==> config.mk <==
export PLATFORM = sky130hd
export DESIGN_NAME = spi_serdes
export DESIGN_NICKNAME = d
export VERILOG_FILES = /design/src/rtl/spi_serdes.sv
export SDC_FILE = /design/constraint.sdc
export NUM_CORES = 1
export LEC_CHECK = 0
export CAP_MARGIN = 15
export CORE_MARGIN = 4
export CORE_UTILIZATION = 53
export CTS_CLUSTER_SIZE = 20
export DETAILED_ROUTE_END_ITERATION = 12
export PLACE_DENSITY = 0.77
export SLEW_MARGIN = 10
export SYNTH_ARGS = -nofsm -noshare
export SYNTH_HDL_FRONTEND = slang
export SYNTH_SLANG_ARGS = --single-unit
==> constraint.sdc <==
create_clock -name clk -period 2.5 [get_ports clk]
set_input_delay 0.5 -clock clk [delete_from_list [all_inputs] [get_ports clk]]
set_output_delay 0.5 -clock clk [all_outputs]
set_load 0.05 [all_outputs]
==> src/rtl/spi_serdes.sv <==
// spi_serdes: mode-0 SPI master shift engine (CPOL=0, CPHA=0), MSB first.
// Full duplex. Each transfer shifts out one word on mosi_out and shifts in one word from miso_in.
// All outputs come straight from registers.
module spi_serdes #(
    parameter int W       = 32,
    parameter int CLK_DIV = 2
) (
    input  logic         clk,
    input  logic         rst,
    input  logic [W-1:0] tx_data,
    input  logic         tx_start,
    output logic         tx_ready,
    output logic         rx_ready,
    output logic         spi_clk,
    output logic         mosi_out,
    input  logic         miso_in,
    output logic [W-1:0] rx_data,
    output logic         rx_dv
);

    localparam int HP_W = (CLK_DIV > 1) ? $clog2(CLK_DIV) : 1;
    localparam int BC_W = $clog2(W);
    localparam logic [HP_W-1:0] HP_LAST  = HP_W'(CLK_DIV - 1);
    localparam logic [BC_W-1:0] BIT_LAST = BC_W'(W - 1);

    typedef enum logic {
        IDLE  = 1'b0,
        SHIFT = 1'b1
    } state_t;

    state_t          state_q, state_d;
    logic [HP_W-1:0] hp_cnt_q, hp_cnt_d;
    logic [BC_W-1:0] bit_cnt_q, bit_cnt_d;
    logic [W-1:0]    tx_shift_q, tx_shift_d;
    logic [W-1:0]    rx_shift_q, rx_shift_d;
    logic [W-1:0]    rx_data_q, rx_data_d;
    logic            ready_q, ready_d;
    logic            spi_clk_q, spi_clk_d;
    logic            mosi_q, mosi_d;
    logic            rx_dv_q, rx_dv_d;

    // Next-state and next-output logic for the IDLE/SHIFT sequencer.
    // NOTE: every variable gets a default first so no path leaves one unassigned (no latches).
    always_comb begin
        state_d    = state_q;
        hp_cnt_d   = hp_cnt_q;
        bit_cnt_d  = bit_cnt_q;
        tx_shift_d = tx_shift_q;
        rx_shift_d = rx_shift_q;
        rx_data_d  = rx_data_q;
        ready_d    = ready_q;
        spi_clk_d  = spi_clk_q;
        mosi_d     = mosi_q;
        rx_dv_d    = 1'b0;

        case (state_q)
            IDLE: begin
                if (tx_start) begin
                    state_d    = SHIFT;
                    ready_d    = 1'b0;
                    hp_cnt_d   = '0;
                    bit_cnt_d  = '0;
                    tx_shift_d = tx_data;
                    mosi_d     = tx_data[W-1];
                end
            end

            SHIFT: begin
                if (hp_cnt_q == HP_LAST) begin
                    hp_cnt_d  = '0;
                    spi_clk_d = ~spi_clk_q;
                    if (!spi_clk_q) begin
                        // Rising edge of spi_clk: capture the slave's bit.
                        rx_shift_d = {rx_shift_q[W-2:0], miso_in};
                    end else if (bit_cnt_q != BIT_LAST) begin
                        // Falling edge: move on to the next lower transmit bit.
                        bit_cnt_d  = bit_cnt_q + 1'b1;
                        tx_shift_d = tx_shift_q << 1;
                        mosi_d     = tx_shift_q[W-2];
                    end else begin
                        // Falling edge after the last bit: the word is complete.
                        state_d   = IDLE;
                        ready_d   = 1'b1;
                        mosi_d    = 1'b0;
                        rx_data_d = rx_shift_q;
                        rx_dv_d   = 1'b1;
                    end
                end else begin
                    hp_cnt_d = hp_cnt_q + 1'b1;
                end
            end

            default: state_d = IDLE;
        endcase
    end

    // State and output registers. Reset returns everything to idle and aborts any transfer.
    // NOTE: non-blocking assignments, so every register samples values from before the edge.
    always_ff @(posedge clk or negedge rst) begin
        if (!rst) begin
            state_q    <= IDLE;
            hp_cnt_q   <= '0;
            bit_cnt_q  <= '0;
            tx_shift_q <= '0;
            rx_shift_q <= '0;
            rx_data_q  <= '0;
            ready_q    <= 1'b1;
            spi_clk_q  <= 1'b0;
            mosi_q     <= 1'b0;
            rx_dv_q    <= 1'b0;
        end else begin
            state_q    <= state_d;
            hp_cnt_q   <= hp_cnt_d;
            bit_cnt_q  <= bit_cnt_d;
            tx_shift_q <= tx_shift_d;
            rx_shift_q <= rx_shift_d;
            rx_data_q  <= rx_data_d;
            ready_q    <= ready_d;
            spi_clk_q  <= spi_clk_d;
            mosi_q     <= mosi_d;
            rx_dv_q    <= rx_dv_d;
        end
    end

    assign tx_ready = ready_q;
    assign rx_ready = ready_q;
    assign spi_clk  = spi_clk_q;
    assign mosi_out = mosi_q;
    assign rx_data  = rx_data_q;
    assign rx_dv    = rx_dv_q;

endmodule

==> impl_metrics.json <==
{
  "hpwlAfterDp_um": 5560,
  "synthTopCellsByCount": "dfrtp_1, mux2_2, nor2_1",
  "grt_max_degree": 44,
  "postCtsSetupBuffers": 0,
  "vias": 2826,
  "drc": 0,
  "synth-edff-count": 0,
  "core_mm2": 0.00789,
  "critPathRequiredTime_ps": 2000,
  "seq_area_frac_synth_pct": 60.3,
  "cp_max_fo": 4,
  "rrSetupSlack_ps": 420,
  "setup_viol": 0,
  "irDropWorstVdd_mv": 0.455,
  "clk_latency_ps": 360,
  "syn_inst": 328,
  "drive_above_1_share_pct": 22.9,
  "grt_pass1_vias": 2878,
  "cts-buffers-inserted": 9,
  "cts_tree": "done",
  "p_leak_nw": 2.43,
  "antenna_left": 0,
  "place_area_mm2": 0.00520,
  "drt_iter0_drc": 106,
  "end_kind": "output pin",
  "powerDensity_mw_per_mm2": 940,
  "syn_nets": 367,
  "slew_viol_final": 0,
  "grt_usage_pct": 17.7,
  "hold_violations": 0,
  "antenna_cells": 0,
  "arrival_ps": 1750,
  "crit_family": "buffers and inverters",
  "die-area_mm2": 0.00983,
  "ys_types": 34,
  "synthArstFlopShare_pct": 100,
  "period_needed_ps": 2250,
  "clockPowerShare_pct": 18.7,
  "viasPerCell": 5.61,
  "start_kind": "flip-flop",
  "rsz0062_at_grt": "false",
  "wl_per_cell_um": 16.6,
  "antenna_found_initial": 0,
  "clock_skew_ps": 8.94,
  "whs_ps": 109,
  "die_x_um": 99.1,
  "fmax_mhz": 444,
  "post-route-period-util_pct": 90.0,
  "synth.top_cell.area_share_pct": 59.7,
  "yosysWarningCount": 0,
  "post_cts_resized": 0,
  "gp_congestion": 0.775,
  "slew_headroom_pct": 57.9,
  "syn_to_final_growth_pct": 22.0,
  "design_area_mm2": 0.00537,
  "drv_cap": 0,
  "worst_slew_pin_slew_ps": 631,
  "fill_cells": 598,
  "ys_ff_latch": 106,
  "syn_area_mm2": 0.00440,
  "critPathMaxStageDelay_ps": 810,
  "postRouteWirelength_um": 8390,
  "slowest_stage": "clkdlybuf4s50_1",
  "layout.nets": 436,
  "path_class": "flip-flop to output pin",
  "cell_internal_pwr_w": 0.00338,
  "pwr-share-seq_pct": 49.7,
  "cts.sinks": 106,
  "crit_chain": "clkdlybuf4s50_1",
  "switching_share_pct": 33.0,
  "cts_buffer_depth": 2,
  "yosysMostFrequentCell": "dfrtp_1",
  "cts_hold_buffers": 0,
  "path_buf_inv": 1,
  "io_pins": 73,
  "syn_avg_cell_area_um2": 13.4,
  "clkTransAtPathRegs_ps": 100,
  "root_buffer": "clkbuf_8",
  "std_cell_rows": 32,
  "dr.pass1.iters": 4,
  "grt_overflow_total": 0,
  "status": "complete, no violations",
  "io_buffers": 72,
  "initial_core_util_pct": 55.8,
  "holdCritPathClass": "input port to async pin",
  "grt_pass1_wl_um": 14100,
  "fp.dieH_um": 99.1,
  "fin_tns_setup_ps": 0,
  "combPwrFrac_pct": 31.5,
  "synth_area_leaders": "dfrtp_1, mux2_4, mux2_2, o22ai_1, a211oi_1",
  "synth_area_leader_cell": "dfrtp_1",
  "cts_max_level": 3,
  "synth_flop_cell": "dfrtp_1",
  "net-switching-power_w": 0.00167
}
power by group through the flow:
| stage | Clock (W) | Combinational (W) | Sequential (W) |
|---|---|---|---|
| final | 0.000946 | 0.00159 | 0.00251 |
| after global routing | 0.00105 | 0.00174 | 0.00257 |
| after CTS | 0.000966 | 0.00161 | 0.00251 |
| after detailed placement | 0 | 0.00160 | 0.00253 |
| after global placement | 0 | 0.00155 | 0.00252 |
| after floorplan | 0 | 0.00114 | 0.00259 |
metal layers:
layer	up-vias	share of wire [%]	global-route usage (%)
li1	1322	-	-
met1	1397	47	25.3
met2	95	44	25.6
met3	12	7.9	5.89
met4	0	1.4	6.30
met5	-	0	0
layout by cell type (no fill, tap or decap), types with 2 or more instances in the layout:
| cell | count |
|---|---|
| o21ai_0 | 2 |
| o211ai_1 | 2 |
| and3_1 | 2 |
| clkbuf_8 | 10 |
| clkbuf_1 | 2 |
| nand2_1 | 12 |
| nor2_1 | 31 |
| a21oi_1 | 2 |
| inv_1 | 3 |
| buf_4 | 9 |
| buf_12 | 2 |
| nor3_1 | 12 |
| dfrtp_1 | 105 |
| mux2_4 | 29 |
| ha_1 | 3 |
| o22ai_1 | 30 |
| mux2_2 | 34 |
| nand3_1 | 3 |
| mux2i_1 | 2 |
| clkdlybuf4s50_1 | 71 |
| a211oi_1 | 18 |
| clkinv_2 | 2 |
kinds of logic (layout without fill, tap and decap cells):
group / after synthesis / count (layout) / synth area share, %
adder cells (fa/ha/maj): 3 / 3 / 0.853
AO/OA/AOI/OAI: 57 / 57 / 8.67
buffers and inverters: 28 / 102 / 3.81
flip-flops: 106 / 106 / 60.3
multiplexers: 66 / 66 / 19.3
AND/OR/NAND/NOR: 68 / 68 / 7.08
flip-flops by register name, indices dropped and copies added, names as in the netlist, 5 cells and up:
signal	count
tx_shift_q	31
bit_cnt_q	5
rx_shift_q	32
rx_data	32
metrics by stage:
step           power, W  std cells  util [%]  setup slack [ps]
3_5_place_dp    0.00414        488      65.9               462
5_1_grt         0.00536        504      68.1               180
6_report        0.00505        504      68.1               249
4_1_cts         0.00508        504      68.1               220
3_3_place_gp    0.00407        488      65.9               552
2_1_floorplan   0.00373        328         -               635
area by class of cell:
| type | count | area [µm²] | area share, % |
|---|---|---|---|
| sequential | 106 | 2650 | 49.4 |
| multi-input combinational | 194 | 1580 | 29.4 |
| timing repair buffer | 82 | 818 | 15.2 |
| clock buffer | 12 | 145 | 2.70 |
| tap | 102 | 128 | 2.38 |
| clock inverter | 4 | 26.3 | 0.489 |
| inverter | 4 | 17.5 | 0.326 |
final timing paths:
check	startpoint	end	cells after the start
worst max register to register	bit_cnt_q[0]$_DFFE_PN0P_	tx_shift_q[7]$_DFFE_PN0P_	7
worst max-delay path	rx_ready$_DFFE_PN1P_	rx_ready	1
worst min-delay path	rst	tx_shift_q[4]$_DFFE_PN0P_	1
worst min register to register	bit_cnt_q[3]$_DFFE_PN0P_	bit_cnt_q[3]$_DFFE_PN0P_	1
max in group asynchronous	rst	rx_shift_q[6]$_DFFE_PN0P_	2
min in group clk	bit_cnt_q[3]$_DFFE_PN0P_	bit_cnt_q[3]$_DFFE_PN0P_	1
No activity file was read; power rests on OpenSTA's default activity.
